## config.mk

```make
export PLATFORM = sky130hd
export DESIGN_NAME = calc_cmd_dispatcher
export DESIGN_NICKNAME = d
export VERILOG_FILES = /design/src/rtl/calc_pkg.sv /design/src/rtl/calc_cmd_fifo.sv /design/src/rtl/calc_cmd_dispatcher.sv
export SDC_FILE = /design/constraint.sdc
export NUM_CORES = 1
export LEC_CHECK = 0
export ABC_AREA = 1
export CORE_MARGIN = 2
export CORE_UTILIZATION = 50
export DETAILED_ROUTE_END_ITERATION = 7
export GPL_TIMING_DRIVEN = 0
export PLACE_DENSITY = 0.81
export SYNTH_ARGS = -nofsm -noshare
export SYNTH_HDL_FRONTEND = slang
export SYNTH_HIERARCHICAL = 1
export SYNTH_SLANG_ARGS = --single-unit
```

## constraint.sdc

```tcl
create_clock -name clk -period 7.25 [get_ports clk]
set_input_delay 1.45 -clock clk [delete_from_list [all_inputs] [get_ports clk]]
set_output_delay 1.45 -clock clk [all_outputs]
set_load 0.02 [all_outputs]
```

## src/rtl/calc_pkg.sv

```systemverilog
// Shared definitions for the calculation-core command path: core-mode
// encodings, the NOP command mode, the dispatcher FSM states and the
// command-word width derivation.
package calc_pkg;

   // Encodings of the core's I_INPUTMODE input
   typedef enum logic [1:0] {
      MODE_IDLE        = 2'd0,
      INPUT_COORD_CORE = 2'd1,
      EXEC_CORE        = 2'd2,
      REF_RESULT       = 2'd3
   } core_mode_t;

   // Command mode field value that clears the core step counter
   localparam int MODE_NOP = 0;

   // Dispatcher FSM states
   typedef enum logic [1:0] {
      ST_IDLE = 2'd0,
      ST_EXEC = 2'd1,
      ST_GAP  = 2'd2
   } state_t;

   // Command word is {mode, opr1_addr, opr2_addr, ret_addr}
   function automatic int cmd_width(input int mode_w, input int addr_w);
      return mode_w + 3 * addr_w;
   endfunction

endpackage

```

## src/rtl/calc_cmd_fifo.sv

```systemverilog
// Synchronous command FIFO. Power-of-two depth, pointers wrap naturally.
// Head entry is visible on rdata whenever the FIFO is non-empty; the
// consumer captures it into its own register on pop. flush empties the
// FIFO and overrides a same-cycle push or pop.
module calc_cmd_fifo #(
   parameter int W     = 28,
   parameter int DEPTH = 8
) (
   input  logic                       clk,
   input  logic                       rst,
   input  logic                       flush,
   input  logic                       push,
   input  logic                       pop,
   input  logic [W-1:0]               wdata,
   output logic [W-1:0]               rdata,
   output logic                       full,
   output logic                       empty,
   output logic [$clog2(DEPTH):0]     level
);

   localparam int PTR_W = $clog2(DEPTH);
   localparam int LVL_W = PTR_W + 1;

   logic [W-1:0]     mem [DEPTH];
   logic [PTR_W-1:0] wr_ptr_reg;
   logic [PTR_W-1:0] rd_ptr_reg;
   logic [LVL_W-1:0] level_reg;
   logic             push_ok;
   logic             pop_ok;

   assign full    = (level_reg == LVL_W'(DEPTH));
   assign empty   = (level_reg == '0);
   assign push_ok = push && !full && !flush;
   assign pop_ok  = pop && !empty && !flush;
   assign rdata   = mem[rd_ptr_reg];
   assign level   = level_reg;

   // Storage array, written only on an accepted push
   always_ff @(posedge clk) begin
      if (push_ok) begin
         mem[wr_ptr_reg] <= wdata;
      end
   end

   // Pointer and occupancy bookkeeping; push+pop together leaves level unchanged
   always_ff @(posedge clk) begin
      if (rst || flush) begin
         wr_ptr_reg <= '0;
         rd_ptr_reg <= '0;
         level_reg  <= '0;
      end else begin
         if (push_ok) begin
            wr_ptr_reg <= wr_ptr_reg + 1'b1;
         end
         if (pop_ok) begin
            rd_ptr_reg <= rd_ptr_reg + 1'b1;
         end
         case ({push_ok, pop_ok})
            2'b10:   level_reg <= level_reg + 1'b1;
            2'b01:   level_reg <= level_reg - 1'b1;
            default: level_reg <= level_reg;
         endcase
      end
   end

endmodule

```

## src/rtl/calc_cmd_dispatcher.sv

```systemverilog
// Command dispatcher in front of the calculation core. Buffers commands,
// presents one at a time on top_cmd with core_mode=EXEC_CORE until the core
// reports finished_flag, then spends one NOP gap cycle so the core step
// counter returns to zero. Optional watchdog: define CALC_CMD_WATCHDOG_EN.
module calc_cmd_dispatcher
   import calc_pkg::*;
#(
   parameter int  MODE_W  = 4,
   parameter int  ADDR_W  = 8,
   parameter int  DEPTH   = 8,
   parameter int  TIMEOUT = 4095,
   localparam int CMD_W   = cmd_width(MODE_W, ADDR_W)
) (
   input  logic                   clk,
   input  logic                   rst,
   input  logic                   cmd_valid,
   output logic                   cmd_ready,
   input  logic [CMD_W-1:0]       cmd_data,
   output logic [CMD_W-1:0]       top_cmd,
   output logic [1:0]             core_mode,
   input  logic                   finished_flag,
   output logic                   busy,
   output logic                   cmd_done,
   output logic [$clog2(DEPTH):0] level,
   output logic                   timeout_err
);

   // Command driven during the gap: NOP mode, all addresses zero
   localparam logic [CMD_W-1:0] NOP_CMD = {MODE_W'(MODE_NOP), (3 * ADDR_W)'(0)};

   state_t           state_reg;
   core_mode_t       core_mode_reg;
   logic [CMD_W-1:0] top_cmd_reg;
   logic             cmd_done_reg;
   logic             exec_first_reg;

   logic [CMD_W-1:0] fifo_head;
   logic             fifo_full;
   logic             fifo_empty;
   logic             push_req;
   logic             pop_req;
   logic             finish_ok;
   logic             wd_expire;
   logic             wd_fire;

   // Completion is honoured only once the core has had a cycle to settle
   assign finish_ok = (state_reg == ST_EXEC) && !exec_first_reg && finished_flag;
   assign wd_fire   = wd_expire && !finish_ok;
   assign pop_req   = (state_reg == ST_IDLE) && !fifo_empty;
   assign push_req  = cmd_valid && cmd_ready;
   assign cmd_ready = !fifo_full && !timeout_err;

   calc_cmd_fifo #(
      .W     (CMD_W),
      .DEPTH (DEPTH)
   ) u_fifo (
      .clk   (clk),
      .rst   (rst),
      .flush (wd_fire),
      .push  (push_req),
      .pop   (pop_req),
      .wdata (cmd_data),
      .rdata (fifo_head),
      .full  (fifo_full),
      .empty (fifo_empty),
      .level (level)
   );

`ifdef CALC_CMD_WATCHDOG_EN
   logic [15:0] wd_cnt_reg;
   logic        timeout_err_reg;

   // Expiry in the TIMEOUT-th EXEC cycle (counter starts at 0 on entry)
   assign wd_expire   = (state_reg == ST_EXEC) && (wd_cnt_reg == 16'(TIMEOUT - 1));
   assign timeout_err = timeout_err_reg;

   // Watchdog: count EXEC cycles, latch a sticky error when it fires
   always_ff @(posedge clk) begin
      if (rst) begin
         wd_cnt_reg      <= '0;
         timeout_err_reg <= 1'b0;
      end else begin
         if (pop_req) begin
            wd_cnt_reg <= '0;
         end else if (state_reg == ST_EXEC) begin
            wd_cnt_reg <= wd_cnt_reg + 16'd1;
         end
         if (wd_fire) begin
            timeout_err_reg <= 1'b1;
         end
      end
   end
`else
   logic unused_timeout;

   assign wd_expire      = 1'b0;
   assign timeout_err    = 1'b0;
   assign unused_timeout = (TIMEOUT == 0);
`endif

   // Dispatch FSM: IDLE -> EXEC (hold command) -> GAP (NOP) -> IDLE
   always_ff @(posedge clk) begin
      if (rst) begin
         state_reg      <= ST_IDLE;
         core_mode_reg  <= MODE_IDLE;
         top_cmd_reg    <= '0;
         cmd_done_reg   <= 1'b0;
         exec_first_reg <= 1'b0;
      end else begin
         cmd_done_reg <= 1'b0;
         case (state_reg)
            ST_IDLE: begin
               if (pop_req) begin
                  state_reg      <= ST_EXEC;
                  top_cmd_reg    <= fifo_head;
                  core_mode_reg  <= EXEC_CORE;
                  exec_first_reg <= 1'b1;
               end
            end
            ST_EXEC: begin
               exec_first_reg <= 1'b0;
               if (finish_ok) begin
                  state_reg     <= ST_GAP;
                  top_cmd_reg   <= NOP_CMD;
                  core_mode_reg <= MODE_IDLE;
                  cmd_done_reg  <= 1'b1;
               end else if (wd_fire) begin
                  state_reg     <= ST_GAP;
                  top_cmd_reg   <= NOP_CMD;
                  core_mode_reg <= MODE_IDLE;
               end
            end
            ST_GAP: begin
               state_reg <= ST_IDLE;
            end
            default: begin
               state_reg     <= ST_IDLE;
               top_cmd_reg   <= '0;
               core_mode_reg <= MODE_IDLE;
            end
         endcase
      end
   end

   assign top_cmd   = top_cmd_reg;
   assign core_mode = core_mode_reg;
   assign cmd_done  = cmd_done_reg;
   assign busy      = !fifo_empty || (state_reg != ST_IDLE);

endmodule
```

# Word-level counts from Yosys, hierarchy flattened
# Memory sizes are Yosys's and may differ from the RTL's. A register that Yosys moved wholly into a read port is not among the register bits.
# Cells that the tools add are included.
# word_totals
regBits,44
ramBits,224
input_bits,32
out_inout_bits,38
word_cells,58
n_memories,1
# classes
addsub,4
eq_ne,7
mux,17
bitwise,2
n_reduce_logical,19
# mem_list
memory,depth,word_bits,read_ports,rd_clocked_by_memory_dff,write_ports,line_no,source
u_fifo.mem,8,28,1,1,1,calc_cmd_fifo.sv:24,logic [W-1:0] mem [DEPTH];
# ops
operator,count
28-bit case mux with 3 select lines,1
28-bit two-way mux,2
2-bit two-way mux,4
4-bit case mux with 2 select lines,1
"3-bit by 1-bit adder with 3-bit output, second input constant",2
1-bit logical AND,6
3-bit two-way mux,2
2-bit case mux with 3 select lines,1
2-bit nonzero test,3
"4-bit by 1-bit adder with 4-bit output, second input constant",1
"2-bit by 1-bit == test with 1-bit output, second input constant",2
"2-bit == test, second input constant",2
"4-bit == test, second input constant",1
4-bit zero test,1
1-bit two-way mux,4
2-bit case mux with 2 select lines,1
2-bit AND reduction,2
"4-bit by 1-bit subtractor with 4-bit output, second input constant",1
1-bit zero test,3
3-bit AND reduction,1
2-bit zero test,1
"2-bit by 1-bit != test with 1-bit output, second input constant",1
"2-bit != test, second input constant",1
1-bit inverter,2
3 further kinds,3

# Logic depth before layout (Yosys ltp)
# depth
depth_word,6
depth_mapped,19
mapped_depth_nobuf,18

# Cells and area by module
# The synthesis kept the hierarchy.
# by_module_without_submodules
module,n_inst,cells_each,area_each_um2,seq_area_each_um2
calc_cmd_fifo,1,730,9422.8,6986.7
calc_cmd_dispatcher,1,243,1692.9,660.6

# Least setup slack after synthesis
# No wires, ideal clock.
# synth_path
path_type,input to register
startpoint,input cmd_valid
endpoint,memory u_fifo.mem[0][0] (enable)
setup_time_ns,0.413
arrival_time_ns,3.136
required_ns,6.837
slack_ns,3.701
cell_stages,6
n_path_buf,0
path_cell_list,inv_1 nor2_1 inv_1 nor3_2 nand2_1 nor2_1
# synth_via
elab_chain_cells,4
# synth_rtl
item,line_no,source
"start, declared",calc_cmd_dispatcher.sv:16,"input logic cmd_valid,"
1-bit logical AND,calc_cmd_dispatcher.sv:50,assign push_req = cmd_valid && cmd_ready;
named net push_req,calc_cmd_dispatcher.sv:40,logic push_req;
1-bit logical AND,calc_cmd_fifo.sv:33,assign push_ok = push && !full && !flush;
1-bit two-way mux,calc_cmd_fifo.sv:40,if (push_ok) begin
1-bit two-way mux (not written as such),calc_cmd_fifo.sv:41,mem[wr_ptr_reg] <= wdata;
"end, declared",calc_cmd_fifo.sv:24,
# The timed path passes the listed nets, and every way through them passes these cells.

# Worst setup path in the final report
# layout_path
startpoint,register state_reg[1]
endpoint,output busy
# layout_via
elab_chain_cells,2
# layout_rtl
item,line_no,source
"start, declared",calc_cmd_dispatcher.sv:31,state_t state_reg;
"start signal, assigned",calc_cmd_dispatcher.sv:104,state_reg <= ST_IDLE;
"start signal, assigned",calc_cmd_dispatcher.sv:114,state_reg <= ST_EXEC;
"start signal, assigned",calc_cmd_dispatcher.sv:123,state_reg <= ST_GAP;
2-bit nonzero test,calc_cmd_dispatcher.sv:148,assign busy = !fifo_empty || (state_reg != ST_IDLE);
1-bit logical OR,calc_cmd_dispatcher.sv:148,
"end, declared",calc_cmd_dispatcher.sv:22,"output logic busy,"
# No other way between the ends.

==> results.toml <==
[sta]
setup_viol = 0
slew_headroom_pct = 29.4
fin_crit_ns = 3.43
fin_tns_setup_ns = 0
fin_skew_ns = 0.00884
holdWs_ns = 0.471
tightest_slew_ns = 1.06
max_freq_ghz = 0.291
hold_violations = 0
post-route-period-util_pct = 47.3
grt_setup_unrepaired = "no"
slew_viol_final = 0

[power]
ir_worst_vdd_uv = 242
p_seq_share_pct = 50.8
power.density_nw_per_um2 = 260
power_frac_comb_pct = 9.0
leakagePower_nw = 4.81
p_int_mw = 2.68
pwr-share-clk_pct = 40.2
netSwitchingPower_mw = 0.748
switching_share_pct = 21.8
power_mw = 3.43

[grt]
gr-usage-all-layers_pct = 20.8
grt_overflow_total = 0
grt_pass1_wl_um = 38400
grt_pass1_vias = 7306
antenna_found_initial = 0
grt_start_max_net_pins = 29

[setup_path]
r2r-start = "u_fifo/level[1]"
worstSetupPathType = "reg -> out"
cp_cell_sequence = "nor2_4 > buf_6 > buf_6 > nand2_1 > clkdlybuf4s50_1"
critPathRequiredTime_ns = 5.80
cp_max_fo = 10
crit_path_end_kind = "output pin"
cp_slowest_cell = "clkdlybuf4s50_1"
worstPathArrival_ns = 1.98
cpPeakStageDelay_ns = 0.60
setup.worst_path.start = "state_reg[1]"
path_buf_inv = 3
cp-start-kind = "flop"
cp_common_cell = "buf_6"
path_delay_family = "buffers and inverters"

[synthesis]
yosysTopAreaCell = "edfxtp_1"
synth_seq_cells = 270
syn_area_um2 = 11100
syn_inst = 973
synth_top_family_by_area = "simple AND/OR/NAND/NOR gates"
syn_avg_cell_area_um2 = 11.4
yosys_warnings = 6
synthTopCellsByCount = "edfxtp_1 (224), nand2_1 (169), nor2_1 (160)"
netlist.area_leader.share_pct = 60.5
synthMuxAreaShare_pct = 2.52
ys_types = 29
synth_most_common_cell = "edfxtp_1"
yosys.area_share.simple_pct = 12.9
synth-xor-area-share_pct = 0.394
synth_compound_area_share_pct = 9.30
seq_area_frac_synth_pct = 68.8
synth_area_leaders = "edfxtp_1 (61%), dfxtp_1 (8.3%), nand2_1 (5.7%)"
synthArstFlopShare_pct = 0
dominantRegCellSynth = "edfxtp_1"
synthAdderAreaFrac_pct = 0.563
synth-edff-count = 224

[route]
drc = 0
drt-wirelength-per-cell_um = 18.0
dr_wl_met3_um = 2200
wl_met1_um = 10100
vias = 7509
dr.first_iter.drc_count = 941
wirelength_um = 24900
top_layer = "met4"
antenna_left = 0
vias_per_cell = 5.45
routed-wl-met2_um = 11700
drt-pass1-iter-count = 7

[clock_network]
htreeDepth = 1
clk_pin_slew_ns = 0.06
clock-root-buffer = "clkbuf_16"
cts_sinks = 270
numCtsBuffers = 27
clk_path_buf_depth = 3
post_cts_resized = 0
postCtsHoldBufs = 0
insertion_delay_ns = 0.53
tritoncts = "built"
cts_setup_buffers = 0

[floorplan]
rows = 54
die_h_um = 153
initial_utilization_pct = 50.9
pin_count = 70
dieArea_um2 = 23400
core-area_um2 = 21800
die_x_um = 153

[finish]
largest_reg_flops = 224
nets = 1115
antennaDiodeCount = 0
areaGrowthSynthToFinish_pct = 18.7
drive_gt1_share_pct = 8.83

[job]
cap_violations = 0

[placed_design]
portBuffers = 67
detailed_place_hpwl_um = 15800
gp_routability_congestion = 0.784

[worst_hold_path]
worst_hold_startpoint = "core_mode[1]"
hp-class = "reg -> reg"

[status]
status = "complete, no violations"
power groups by stage:
stage               clock (mW)  sequential (mW)  combinational (mW)
global placement             0             1.77               0.297
floorplan                    0             1.80               0.147
finish                    1.38             1.74               0.310
global route              1.45             1.74               0.344
CTS                       1.39             1.74               0.311
detailed placement           0             1.77               0.309
metrics by stage:
step	cells	setup slack, ns	area (µm²)	util, %
3_3_place_gp	1325	2.15	12200	55.7
2_1_floorplan	978	3.70	11100	-
6_report	1379	3.82	13200	60.4
5_1_grt	1379	3.76	13200	60.4
4_1_cts	1379	3.81	13200	60.4
3_5_place_dp	1329	3.43	12300	56.4
kinds of logic (layout without fill, tap and decap cells):
family	Yosys count	after routing
xor gates and xnor gates	5	5
buffers and inverters	112	233
adders and majority gates	5	5
and+or+nand+nor	366	366
AOI/OAI and AO/OA	186	186
DFF	270	270
other	1	6
muxes	28	28
layout make-up:
type	instances	area [µm²]
multi-input combinational	596	2940
fill	1662	8630
inverter	55	206
timing repair buffer	71	766
tap	280	350
sequential	270	7650
buffer	57	405
clock inverter	17	183
clock buffer	33	698
tightest hold or removal path: cells and delay by family, from the launching register on:
kind            cells  cell delay, ns
compound gates      1            0.05
simple gates        1            0.06
flops               1            0.31
worst paths after layout:
check / end / slack [ns] / cells past startpoint
setup / recovery: busy / 3.82 / 5
hold / removal: core_mode[1] / 0.47 / 2
setup reg to reg: u_fifo/level[2] / 4.58 / 18
hold reg to reg: core_mode[1] / 0.47 / 2
per-layer routing:
metal | track usage, % | vias up
li1 | - | 3564
met5 | 0 | -
met3 | 4.37 | 65
met1 | 27.8 | 3506
met4 | 7.80 | 0
met2 | 33.9 | 374
layout by cell type (no fill, tap or decap), types with 5 or more instances in the layout:
cell type and n:
o21ai_0 85, dfxtp_1 46, clkbuf_16 27, buf_6 15
nor2_4 9, clkbuf_1 19, ha_1 5, clkdlybuf4s50_1 67
a21oi_1 14, buf_2 16, o22ai_1 28, edfxtp_1 224
conb_1 6, clkinv_1 8, inv_1 51, a21boi_0 9
mux2i_1 28, o21ai_1 32, nand3_1 34, a21boi_1 18
nand2_1 169, buf_4 6, nor2_1 152
Power figures use the tool's default switching activity.
